[config.mk]
export PLATFORM = sky130hd
export DESIGN_NAME = mic_frame_collector
export DESIGN_NICKNAME = d
export VERILOG_FILES = /design/src/rtl/mic_frame_collector.sv
export SDC_FILE = /design/constraint.sdc
export NUM_CORES = 1
export LEC_CHECK = 0
export CAP_MARGIN = 20
export CORE_MARGIN = 2
export CORE_UTILIZATION = 45
export CTS_CLUSTER_SIZE = 40
export DETAILED_ROUTE_END_ITERATION = 10
export HOLD_SLACK_MARGIN = 0.08
export PLACE_DENSITY = 0.69
export SYNTH_ARGS = -nofsm -noshare
export SYNTH_HDL_FRONTEND = slang
export SYNTH_SLANG_ARGS = --single-unit
[constraint.sdc]
create_clock -name adc_clk -period 6.72 [get_ports adc_clk]
set_input_delay 1.344 -clock adc_clk [delete_from_list [all_inputs] [get_ports adc_clk]]
set_output_delay 1.344 -clock adc_clk [all_outputs]
set_load 0.005 [all_outputs]
[src/rtl/mic_frame_collector.sv]
// Purpose : double-buffered packer of decimated ADC samples into N_SAMPLES-slot frames.
// Latency : accept -> fill_level 1 cycle; completing sample -> frame_valid/frame_out 1 cycle.
// Backpres: none toward the ADC; a frame completed while the read bank is still held is dropped and counted.
//
// Ports:
//   adc_clk, reset         clock and synchronous active-high reset
//   sample_in/sample_valid raw microphone sample stream
//   frame_ack              consumer has taken the presented frame
//   frame_out/frame_valid  presented frame (slot 0 oldest) and its valid flag
//   frame_seq              sequence number of the presented frame (wraps)
//   fill_level             samples currently in the write bank
//   overflow_count         dropped frames, saturating
module mic_frame_collector #(
    parameter int N_SAMPLES    = 8,
    parameter int SAMPLE_WIDTH = 32,
    parameter int DECIMATE     = 1
) (
    input  logic                                adc_clk,
    input  logic                                reset,
    input  logic [SAMPLE_WIDTH-1:0]             sample_in,
    input  logic                                sample_valid,
    input  logic                                frame_ack,
    output logic [N_SAMPLES*SAMPLE_WIDTH-1:0]   frame_out,
    output logic                                frame_valid,
    output logic [7:0]                          frame_seq,
    output logic [$clog2(N_SAMPLES+1)-1:0]      fill_level,
    output logic [15:0]                         overflow_count
);

    localparam int IW = $clog2(N_SAMPLES);
    localparam int FW = $clog2(N_SAMPLES + 1);
    localparam int DW = (DECIMATE > 1) ? $clog2(DECIMATE) : 1;
    localparam logic [FW-1:0] FILL_LAST = FW'(N_SAMPLES - 1);
    localparam logic [DW-1:0] DEC_LAST  = DW'(DECIMATE - 1);

    typedef enum logic {
        ST_EMPTY = 1'b0,
        ST_HELD  = 1'b1
    } state_t;

    state_t            state_q, state_d;
    logic              wr_bank_q, wr_bank_d;
    logic [FW-1:0]     fill_q, fill_d;
    logic [DW-1:0]     dec_cnt_q, dec_cnt_d;
    logic [7:0]        seq_q, seq_d;
    // Number given to the next swapped-in frame; lets the first frame carry 0.
    logic [7:0]        next_seq_q, next_seq_d;
    logic [15:0]       ovf_q, ovf_d;

    logic [SAMPLE_WIDTH-1:0] bank_q [2][N_SAMPLES];

    logic accept;
    logic complete;
    logic swap;
    logic rd_bank;

    // The sample path depends only on sample_valid and local counters;
    // frame_ack enters solely through the swap/drop decision.
    assign accept   = sample_valid && (dec_cnt_q == '0);
    assign complete = accept && (fill_q == FILL_LAST);
    assign swap     = complete && ((state_q == ST_EMPTY) || frame_ack);
    assign rd_bank  = ~wr_bank_q;

    always_comb begin
        state_d    = state_q;
        wr_bank_d  = wr_bank_q;
        fill_d     = fill_q;
        dec_cnt_d  = dec_cnt_q;
        seq_d      = seq_q;
        next_seq_d = next_seq_q;
        ovf_d      = ovf_q;

        if (sample_valid) begin
            dec_cnt_d = (dec_cnt_q == DEC_LAST) ? '0 : dec_cnt_q + DW'(1);
        end

        if (accept) begin
            fill_d = fill_q + FW'(1);
        end

        if (complete) begin
            // Either way the write bank restarts; a drop simply overwrites it.
            fill_d = '0;
            if (swap) begin
                wr_bank_d  = ~wr_bank_q;
                state_d    = ST_HELD;
                seq_d      = next_seq_q;
                next_seq_d = next_seq_q + 8'd1;
            end else if (ovf_q != 16'hFFFF) begin
                ovf_d = ovf_q + 16'd1;
            end
        end else if ((state_q == ST_HELD) && frame_ack) begin
            state_d = ST_EMPTY;
        end
    end

    always_ff @(posedge adc_clk) begin
        if (reset) begin
            state_q    <= ST_EMPTY;
            wr_bank_q  <= 1'b0;
            fill_q     <= '0;
            dec_cnt_q  <= '0;
            seq_q      <= 8'd0;
            next_seq_q <= 8'd0;
            ovf_q      <= 16'd0;
        end else begin
            state_q    <= state_d;
            wr_bank_q  <= wr_bank_d;
            fill_q     <= fill_d;
            dec_cnt_q  <= dec_cnt_d;
            seq_q      <= seq_d;
            next_seq_q <= next_seq_d;
            ovf_q      <= ovf_d;
        end
    end

    // Bank storage carries no reset; contents are only observed once a frame is held.
    always_ff @(posedge adc_clk) begin
        if (accept && !reset) begin
            bank_q[wr_bank_q][fill_q[IW-1:0]] <= sample_in;
        end
    end

    always_comb begin
        for (int k = 0; k < N_SAMPLES; k++) begin
            frame_out[k*SAMPLE_WIDTH +: SAMPLE_WIDTH] = bank_q[rd_bank][k];
        end
    end

    assign frame_valid    = (state_q == ST_HELD);
    assign frame_seq      = seq_q;
    assign fill_level     = fill_q;
    assign overflow_count = ovf_q;

endmodule

After elaboration in Yosys (flattened, before gate mapping). Memories as Yosys holds them, arrays and structs flattened. Cells that the tools add are included.

$add $sub $neg: 4. $mul: 0. Divide/modulo/power cells: 0. Order comparisons: 2. Equality and inequality tests: 3. Shift operators: 0. Mux-type cells: 8. Bitwise operators: 5. Reductions and logical operators: 13.

Operator list (count): 256-bit 2-to-1 mux (1); 32-bit demux with 3-bit select (1); 32-bit 2-to-1 mux (1); 16-bit by 1-bit adder with 16-bit output (second input constant) (1); 16-bit inequality test (second input constant) (1); 8-bit by 1-bit adder with 8-bit output (second input constant) (1); 1-bit logical AND (6); 1-bit 2-to-1 mux (5); 4-bit by 1-bit adder with 4-bit output (second input constant) (1); 4-bit by 3-bit == test with 1-bit output (second input constant) (1); 4-bit >= comparator (second input constant) (1); 4-bit by 1-bit < comparator with 1-bit output (second input constant) (1); 1-bit inverter (4); 3-bit inverter with 4-bit output (1); 2-bit AND reduction (2); 3-bit AND reduction (1); 2-bit by 1-bit inequality test with 1-bit output (second input constant) (1); 2-bit nonzero test (1); 2-bit OR reduction (1); 1-bit adder (second input constant) (1); 1-bit zero test (1); 1-bit logical OR (1).

Register bits after elaboration: 39. Bits in latches: 0. Memory bits (writable): 512. ROM bits: 0. Input bits: 36. Output and inout port bits: 285. Logic and storage cells: 43. Memories kept: 1.

Memory list: bank_q (words 2, bits a word 256, read ports 1, clocked after memory_dff 0, write ports 1, RTL line 50) `logic [SAMPLE_WIDTH-1:0] bank_q [2][N_SAMPLES];`.

Longest topological paths before layout.
Depth in word-level cells: 6. Mapped depth: 7. Gate-level depth less buffers: 5.

Least setup slack after synthesis. No wires, ideal clock.

Path kind: input port to flip-flop. Start: input port sample_valid. End: memory bank_q[0][192] (netlist bit) (enable). Library setup time: 0.461 ns. Arrival time: 3.984 ns. Required time: 6.259 ns. Slack: 2.275 ns. Stages on the path: 4. Buffers on the path: 1. Cell sequence: buf_2 and2b_1 nand2_1 nor3_1.

Cells in the longest elaborated chain, start to end: 4.

Ends and longest elaborated chain: from (decl) (RTL line 21) `input logic sample_valid,`; 1-bit logical AND (RTL line 59) `assign accept = sample_valid && (dec_cnt_q == '0);`; 1-bit logical AND (RTL line 119) `if (accept && !reset) begin`; 1-bit 2-to-1 mux (RTL line 119); 256-bit 2-to-1 mux (not written as such) (RTL line 120) `bank_q[wr_bank_q][fill_q[IW-1:0]] <= sample_in;`; to (decl) (RTL line 50).

Every way passes these cells.

Worst setup path after layout.
Start: register wr_bank_q. End: output port frame_out[41].

Cells in the longest elaborated chain, start to end: 2.

Ends and longest elaborated chain: from (decl) (RTL line 42) `logic wr_bank_q, wr_bank_d;`; from (signal assigned) (RTL line 108) `wr_bank_q <= wr_bank_d;`; 1-bit inverter (RTL line 62) `assign rd_bank = ~wr_bank_q;`; memory 2 x 256 bit; to (decl) (RTL line 23) `output logic [N_SAMPLES*SAMPLE_WIDTH-1:0] frame_out,`.

Every way passes these cells.

==> out/qor.txt <==
Yosys warns -> 0
Clk Tree Root Cell -> clkbuf_16
Gr usage total -> 20.0%
Worst setup SP type -> flop
Distinct cells, synth -> 38
Least-Margin Pin Slew -> 0.814 ns
CTS tree -> built
Setup violators final -> 0
Mapped Nets -> 1,070
GRT Residual Overflow -> 0
Die span in y -> 216 microns
Mapped cell area -> 20,300 sq um
Top cells by area, synth -> edfxtp_1, mux2_2, dfxtp_1, nand2_1, clkbuf_1
Top FF cell, synth -> edfxtp_1
Seq/Total Area, Yosys -> 79.6%
Setup tns final -> 0 ns
Die area -> 46,700 sq um
Via Count -> 10,680
Final nets -> 1,429
Num CTS Buffers -> 54
Max stage delay on crit path -> 0.84 ns
Clk_lat worst skew -> 0.60 ns
Worst rel slew slack -> 45.3%
Instance count of the mapped netlist -> 1,031
PostCTS Resize Cnt -> 0
Final HPWL DP -> 29,800 microns
Port buffer count -> 320
Synth async-reset ratio -> 0%
Worst-path cell chain -> buf_4 -> mux2_2 -> clkdlybuf4s50_1
Pleak -> 8.34 nW
Fin. max-slew vios -> 0
Hold_ws -> 0.471 ns
Initial antenna violation count -> 0
Critical Path End Type -> primary output
Most common cell after layout, fill and taps aside -> edfxtp_1
Area leader, netlist -> edfxtp_1
Most frequent cells in the layout -> edfxtp_1, clkdlybuf4s50_1, mux2_2
Row Count -> 77
ANT cells -> 0
Gpl congestion -> 0.788
Final Skew -> 0.0195 ns
Yosys reg bits -> 550
Remaining DRCs -> 0
Post-cts hold buffer count -> 0
Layout cells sized above 1 -> 26.2%
RSZ-0062 raised after global routing -> false
Postcts setup bufs -> 0
Drt first pass iters -> 5
WL final -> 47,300 microns
Achievable Freq -> 0.222 GHz
CP max stage cell -> dfxtp_4
Chip width -> 216 microns
Post-synth top area share -> 75.9%
Tcrit/Tclk final -> 66.9%
Layout area overhead -> 28.9%
Crit-path leading delay family -> buffers and inverters
Iter 0 DRT Violations -> 724
Worst VDD drop -> 169 uV
Max-cap viol count -> 0
Hold Path Class -> flop to flop
Tmin final -> 4.50 ns
Clock Path Buffers -> 3
Pwr Density -> 256 nW/um^2
Pre-CTS setup slack -> 2.78 ns
Final core utilization -> 58.9%
Global-route wire length before repair -> 69,200 microns
Hold Vio Cnt, Final -> 0
Outcome -> finished, final reports clean
Num Clock Sinks -> 550
# H-tree levels -> 2
DR vias/cell -> 5.29
Required @ worst endpoint -> 5.38 ns
Routed length per placed instance -> 23.4 microns
Core ar. -> 44,300 sq um
Post-synth EDFFs -> 512
Worst path buffer plus inverter count -> 2
Reg clk slew, reported paths -> 0.06 ns
Critical path type -> flop to primary output
Setup ws final -> 2.22 ns
Vias in the first global route -> 10,614
I/O Pins -> 321
Mean Syn Cell Area -> 19.7 sq um
Antenna-violating nets left -> 0
Largest net degree at the start of global routing -> 110
Worst path arrival time -> 3.15 ns
Starting density of the core -> 45.7%
CP max FO -> 55
[state kept, by name, indices dropped and copies added (netlist names)]
| name | cells |
|---|---|
| next_seq_q | 8 |
| overflow_count | 16 |
| frame_seq | 8 |
| wr_bank_q | 1 |
| frame_valid | 1 |
| fill_level | 4 |
| bank_q | 512 |
[kinds of logic after synthesis]
group	count (synthesis)	share of synthesized area, %
AOI/OAI and AO/OA	34	0.939
xor gates and xnor gates	9	0.389
adders and majority gates	3	0.185
buffers and inverters	41	0.778
DFF	550	79.6
muxes	262	14.5
and+or+nand+nor	132	3.52
[worst min-delay path, cell delays in order, from the launching register on]
cell and delay, ns:
dfxtp_1 0.32, nand2_1 0.05, a21oi_1 0.05
[area by class of cell]
class	instances	area [sq um]
Tap cell	592	741
Clock inverter	22	173
Inverter	1	3.75
Fill cell	3347	18200
Multi-Input combinational cell	440	4080
Clock buffer	72	1460
Timing Repair Buffer	343	3510
Sequential cell	550	16100
[path summary, 6_finish.rpt]
kind	start	endpoint	slack (ns)	depth (start not counted)
worst max register to register	wr_bank_q$_SDFFE_PP0P_	bank_q[1][201]$_DFFE_PP_	3.58	4
worst min register to register	frame_seq[5]$_SDFFE_PP0P_	frame_seq[5]$_SDFFE_PP0P_	0.47	2
worst min-delay path	frame_seq[5]$_SDFFE_PP0P_	frame_seq[5]$_SDFFE_PP0P_	0.47	2
worst max-delay path	wr_bank_q$_SDFFE_PP0P_	frame_out[41]	2.22	3
[where the power goes]
group,leakage [nW],switching (mW),internal [mW]
Combinational,2.62,0.0769,0.0278
Sequential,4.92,0.00735,3.76
Clock,0.803,1.21,1.60
Total,8.34,1.30,5.39
[synthesized netlist by cell type, types with 2 or more instances]
| library cell | count |
|---|---|
| nand2_1 | 34 |
| mux2_2 | 260 |
| clkbuf_1 | 29 |
| ha_1 | 3 |
| edfxtp_1 | 512 |
| o21ai_0 | 4 |
| nor3_1 | 10 |
| nor2b_1 | 6 |
| nor4_1 | 6 |
| buf_2 | 3 |
| nand4b_1 | 2 |
| nand2b_1 | 4 |
| or4_1 | 8 |
| a31oi_1 | 2 |
| buf_1 | 8 |
| nor2_1 | 27 |
| mux2i_1 | 2 |
| a21oi_1 | 21 |
| dfxtp_1 | 38 |
| nand3_1 | 11 |
| xor2_1 | 4 |
| xnor2_1 | 5 |
| o31ai_1 | 7 |
| and4_1 | 2 |
| or3_1 | 4 |
| nor4b_1 | 2 |
| nand4_1 | 6 |
[layer usage]
layer | global-route usage (%) | share of wire (%) | vias to the layer above
met5 | 0 | 0 | -
li1 | - | - | 4776
met1 | 27.8 | 44 | 5512
met4 | 5.64 | 2.4 | 0
met3 | 4.27 | 5.4 | 68
met2 | 32.0 | 48 | 324
[per-stage QoR]
| stage | std cells | total power [mW] | cell area (sq um) |
|---|---|---|---|
| after floorplan | 1031 | 3.86 | 20300 |
| after global placement | 1916 | 3.94 | 24300 |
| after detailed placement | 1925 | 3.95 | 24400 |
| after CTS | 2019 | 6.75 | 26100 |
| after global routing | 2020 | 6.89 | 26100 |
| final | 2020 | 6.69 | 26100 |
No activity file was read; power rests on OpenSTA's default activity.
